### src/rtl/lsu.sv
`default_nettype none
// +----------------------------------------------------------------------------+
// | Module   : lsu                                                             |
// | Purpose  : Load/store unit for the writeback stage. Turns one load or      |
// |            store into a single request/grant data-memory transaction,      |
// |            stalls the pipeline while it is outstanding, and returns the    |
// |            lane-extracted, sign/zero-extended load result.                 |
// | Revision : 1.0 - initial release                                           |
// +----------------------------------------------------------------------------+
// | Ports                                                                      |
// |   clk, reset            clock; asynchronous active-high reset              |
// |   MemReadW, MemWriteW   load / store request from writeback                |
// |   Funct3W               access type (B, H, W, BU, HU)                      |
// |   AddrW, StoreDataW     byte address and store source data                 |
// |   dmem_req/we/be/addr/wdata   request channel to data memory               |
// |   dmem_gnt              memory accepted the request                        |
// |   dmem_rvalid/rdata     load response                                      |
// |   ReadData              extended load result (held until the next load)    |
// |   LsuStall              pipeline hold                                      |
// |   LsuErr                one-cycle pulse on an illegal/misaligned access    |
// +----------------------------------------------------------------------------+
module lsu (
  input  logic        clk,
  input  logic        reset,
  input  logic        MemReadW,
  input  logic        MemWriteW,
  input  logic [2:0]  Funct3W,
  input  logic [31:0] AddrW,
  input  logic [31:0] StoreDataW,
  output logic        dmem_req,
  output logic        dmem_we,
  output logic [3:0]  dmem_be,
  output logic [31:0] dmem_addr,
  output logic [31:0] dmem_wdata,
  input  logic        dmem_gnt,
  input  logic        dmem_rvalid,
  input  logic [31:0] dmem_rdata,
  output logic [31:0] ReadData,
  output logic        LsuStall,
  output logic        LsuErr
);

  typedef enum logic [1:0] {
    IDLE = 2'd0,
    REQ  = 2'd1,
    WAIT = 2'd2,
    DONE = 2'd3
  } state_t;

  state_t      state;
  logic [2:0]  funct3_q;
  logic [1:0]  lane_q;

  logic        is_ld;
  logic        is_st;
  logic        op_present;
  logic        f3_ok;
  logic        aligned;
  logic        legal;
  logic [3:0]  be_nxt;
  logic [31:0] wdata_nxt;
  logic [7:0]  lane_byte;
  logic [15:0] lane_half;
  logic [31:0] load_ext;

  // Request decode and legality of the op currently presented by writeback.
  always_comb begin
    is_ld      = MemReadW & ~MemWriteW;
    is_st      = MemWriteW & ~MemReadW;
    op_present = MemReadW | MemWriteW;

    f3_ok = 1'b0;
    case (Funct3W)
      3'b000, 3'b001, 3'b010: f3_ok = 1'b1;
      3'b100, 3'b101:         f3_ok = is_ld;  // unsigned forms exist only for loads
      default:                f3_ok = 1'b0;
    endcase

    aligned = 1'b1;
    case (Funct3W[1:0])
      2'b01:   aligned = ~AddrW[0];
      2'b10:   aligned = (AddrW[1:0] == 2'b00);
      default: aligned = 1'b1;
    endcase

    legal = (is_ld | is_st) & f3_ok & aligned;

    be_nxt    = 4'b1111;
    wdata_nxt = StoreDataW;
    case (Funct3W[1:0])
      2'b00: begin
        be_nxt    = 4'b0001 << AddrW[1:0];
        wdata_nxt = {4{StoreDataW[7:0]}};
      end
      2'b01: begin
        be_nxt    = 4'b0011 << {AddrW[1], 1'b0};
        wdata_nxt = {2{StoreDataW[15:0]}};
      end
      default: begin
        be_nxt    = 4'b1111;
        wdata_nxt = StoreDataW;
      end
    endcase
  end

  // Load extraction uses the latched byte offset, not the live address.
  always_comb begin
    lane_byte = dmem_rdata[{lane_q, 3'b000} +: 8];
    lane_half = dmem_rdata[{lane_q[1], 4'b0000} +: 16];
    case (funct3_q)
      3'b000:  load_ext = {{24{lane_byte[7]}}, lane_byte};
      3'b001:  load_ext = {{16{lane_half[15]}}, lane_half};
      3'b100:  load_ext = {24'd0, lane_byte};
      3'b101:  load_ext = {16'd0, lane_half};
      default: load_ext = dmem_rdata;
    endcase
  end

  always_ff @(posedge clk or posedge reset) begin
    if (reset) begin
      state      <= IDLE;
      funct3_q   <= 3'd0;
      lane_q     <= 2'd0;
      dmem_we    <= 1'b0;
      dmem_be    <= 4'd0;
      dmem_addr  <= 32'd0;
      dmem_wdata <= 32'd0;
      ReadData   <= 32'd0;
      LsuErr     <= 1'b0;
    end else begin
      LsuErr <= 1'b0;
      case (state)
        IDLE: begin
          if (legal) begin
            funct3_q   <= Funct3W;
            lane_q     <= AddrW[1:0];
            dmem_we    <= is_st;
            dmem_be    <= be_nxt;
            dmem_addr  <= {AddrW[31:2], 2'b00};
            dmem_wdata <= wdata_nxt;
            state      <= REQ;
          end else if (op_present) begin
            LsuErr <= 1'b1;
          end
        end
        REQ: begin
          if (dmem_gnt) begin
            if (dmem_we) begin
              state <= DONE;
            end else if (dmem_rvalid) begin
              // Zero-wait memory: data returned alongside the grant.
              ReadData <= load_ext;
              state    <= DONE;
            end else begin
              state <= WAIT;
            end
          end
        end
        WAIT: begin
          if (dmem_rvalid) begin
            ReadData <= load_ext;
            state    <= DONE;
          end
        end
        DONE: state <= IDLE;
        default: state <= IDLE;
      endcase
    end
  end

  assign dmem_req = (state == REQ);

  // The stall must rise in the same cycle the op is seen so the pipeline
  // does not advance past it; it is forced low while reset is held.
  assign LsuStall = ~reset &
                    (((state == IDLE) & legal) | (state == REQ) | (state == WAIT));

endmodule
`default_nettype wire

### config.mk
export PLATFORM = sky130hd
export DESIGN_NAME = lsu
export DESIGN_NICKNAME = d
export VERILOG_FILES = /design/src/rtl/lsu.sv
export SDC_FILE = /design/constraint.sdc
export NUM_CORES = 1
export LEC_CHECK = 0
export CAP_MARGIN = 20
export CORE_UTILIZATION = 30
export CTS_CLUSTER_DIAMETER = 80
export DETAILED_ROUTE_END_ITERATION = 10
export PLACE_DENSITY_LB_ADDON = 0.05
export SETUP_SLACK_MARGIN = 0.05
export SYNTH_ARGS = -nofsm -noshare
export SYNTH_HDL_FRONTEND = slang
export SYNTH_SLANG_ARGS = --single-unit
### constraint.sdc
create_clock -name clk -period 4.55 [get_ports clk]
set_clock_uncertainty 0.05 [all_clocks]
set_input_delay 0.91 -clock clk [delete_from_list [all_inputs] [get_ports clk]]
set_output_delay 0.91 -clock clk [all_outputs]
set_load 0.02 [all_outputs]
==> results.ini <==
[status]
status = finished, final reports clean

[worst_hold_path]
min_from = dmem_wdata[16]
min_path_cells = 1
hold-path-endpoint = dmem_wdata[16]
hp-class = reg2reg

[finish]
final_common_cell = clkdlybuf4s50_1
final_cell_mix = 206 x clkdlybuf4s50_1, 107 x dfrtp_1, 68 x mux2_2, 47 x nand2_1, 32 x nand3_1
diodes = 0
drive_above_1_share_pct = 14.77
final_util_pct = 46.43
area_growth_pct = 49.54
nets = 760

[cts]
cts_buffers = 9
cts_tree = done
cts_resized = 0
clkSinkCount = 107
h-tree-depth = 3
cts_root_buf = clkbuf_16
ctsHoldBuffers = 0
clock_path_buffers = 2
cts_setup_buffers = 0
clock_latency_ps = 340
path_clk_slew_ps = 70

[setup_path]
cp.arrival_ps = 3050
crit_required_ps = 3590
r2r-end = ReadData[21]
path_class = in2out
critPathCaptureType = primary output
r2r_slack_ps = 1970
path_cells = clkdlybuf4s50_1 -> inv_1 -> ha_1 -> nor2b_1 -> o221ai_2 -> a21oi_4 -> o31a_1 -> clkdlybuf4s50_1
startpoint_type = primary input
cp_slowest_cell = clkdlybuf4s50_1
cp_common_cell = clkdlybuf4s50_1
ff2ff_path_depth = 6
crit_family = buffers and inverters
r2r_start = state[0]
critPathBufInv = 3
cp_max_fo = 3
slowest_delay_ps = 600

[pwr]
comb_power_share_pct = 51.8
seqPwrFrac_pct = 32.3
ir_drop_uv = 298.5
intPower_mw = 3.306
power.density_nw_per_um2 = 689.8
switchingPower_mw = 2.042
pwr-share-clk_pct = 15.9
p_sw_share_pct = 38.18
finalPower_mw = 5.348
power.leakage_nw = 3.300

[sta]
maxSlewViolCount = 0
slew_headroom_pct = 31.22
fin_crit_ps = 4013
setup_violations = 0
worstMarginPinSlew_ps = 1029
finalCritPeriodShare_pct = 88.20
final_hold_viol_count = 0
rsz0062_at_grt = false
timing.fmax_mhz = 249.2
timing.setup.tns_ps = 0

[synth]
syn-cell-area_sq_um = 5185
ys_ff_latch = 107
synth_cell_types = 37
postSynthCellCount = 451
synth.avg_cell_area_sq_um = 11.50
ys_seq_area_share_pct = 51.64
yosys_warnings = 0

[grt]
grt-ovfl-total = 0
grt_usage_pct = 17.69
first_global_vias = 4575
grt_start_max_net_pins = 73
grt_pass1_wl_um = 24600
antenna_found_initial = 0

[floorplan]
io-pin-count = 209
rows = 47
dieArea_sq_um = 17810
core_sq_um = 16700
dieHeight_um = 133.5
start_util_pct = 31.05
die-width_um = 133.5

[detailed_routing]
post_drt_wl_per_cell_um = 17.40
dr.pass1.iters = 5
vias = 4285
remaining_drc_errors = 0
avgViaCountPerCell = 4.925
routed_wl_um = 15140
dr.first_iter.drc_count = 161
ant_nets = 0

[placed_design]
place_hpwl_um = 10920
gp_congestion = 0.7911
portBuffers = 206

[run]
drv_cap = 0

worst max path at each step:
stage | to | start | slack, ps | cells past startpoint
finish | LsuStall | Funct3W[0] | 540 | 8
CTS | LsuStall | Funct3W[0] | 530 | 8
global placement | LsuStall | Funct3W[0] | 560 | 8
floorplan | LsuStall | reset | 770 | 2
detailed placement | LsuStall | Funct3W[0] | 540 | 8
global route | LsuStall | Funct3W[0] | 390 | 8
final cells by class:
| type | count | area [sq um] |
|---|---|---|
| inverters | 16 | 63.81 |
| fillers | 1584 | 8947 |
| well taps | 220 | 275.3 |
| flip-flops and latches | 107 | 2678 |
| clock buffers | 11 | 242.7 |
| clock inverters | 4 | 75.07 |
| multi-input cells | 298 | 2297 |
| repair buffers | 214 | 2122 |
per-stage QoR:
step	area [sq um]	instances	setup WS [ps]	hold slack [ps]
6_report	7754	870	536.8	437.2
5_1_grt	7754	870	392.1	455.1
2_1_floorplan	5192	452	766.1	455.7
3_3_place_gp	7436	855	555.5	417.1
4_1_cts	7754	870	526.8	442.1
3_5_place_dp	7436	855	535.4	424.0
cells by family after synthesis:
family / Yosys count / synth area share (%)
buffers and inverters: 47 / 4.199
and+or+nand+nor: 113 / 9.701
muxes: 98 / 21.31
AOI/OAI and AO/OA: 76 / 10.91
DFF: 107 / 51.64
adders and majority gates: 9 / 2.172
other: 1 / 0.07232
sequential cells by signal (all words and copies together) (netlist names):
| register | flops |
|---|---|
| dmem_wdata | 32 |
| dmem_we | 1 |
| dmem_be | 4 |
| lane_q | 2 |
| funct3_q | 3 |
| dmem_addr | 30 |
| state | 2 |
| LsuErr | 1 |
| ReadData | 32 |
power by group through the flow:
stage / clock [mW] / sequential, mW / combinational [mW]
after global routing: 0.913 / 1.80 / 2.98
final: 0.852 / 1.73 / 2.77
after detailed placement: 0 / 1.74 / 2.79
after CTS: 0.876 / 1.74 / 2.81
after floorplan: 0 / 2.22 / 1.02
after global placement: 0 / 1.73 / 2.78
synth_stat cells, drive strengths merged:
master    n  area, sq um
o31ai     1        7.510
nand2b    4        25.02
a21oi    11        66.32
a22o      8        70.07
nand4     3        18.77
nand3b    2        15.01
a211oi    1        7.510
ha        9        112.6
o22ai     5        31.28
a31oi     8        50.05
o31a      1        8.760
o21ai     4        20.02
mux4      2        45.04
buf      16        101.3
nand3    32        160.2
conb      1        3.750
o22a      7        61.31
nor2b     4        25.02
o21bai    1        7.510
a21boi    1        7.510
o211ai    2        15.01
a22oi    15        112.6
a21o      2        15.01
nor2     20        75.07
nor3b     1        7.510
o221ai    9        85.08
clkbuf   15        56.30
inv      16        60.06
dfrtp   107         2678
mux2i    17        170.2
nand2    47        176.4
mux2     79        889.6
routing by layer:
layer,up-vias,GRT usage (%),routed length (um)
met2,146,28.56,7117
met1,2106,22.39,6561
met5,-,0,0
met3,19,5.518,1221
li1,2014,-,-
met4,0,5.934,240
Power figures use the tool's default switching activity.
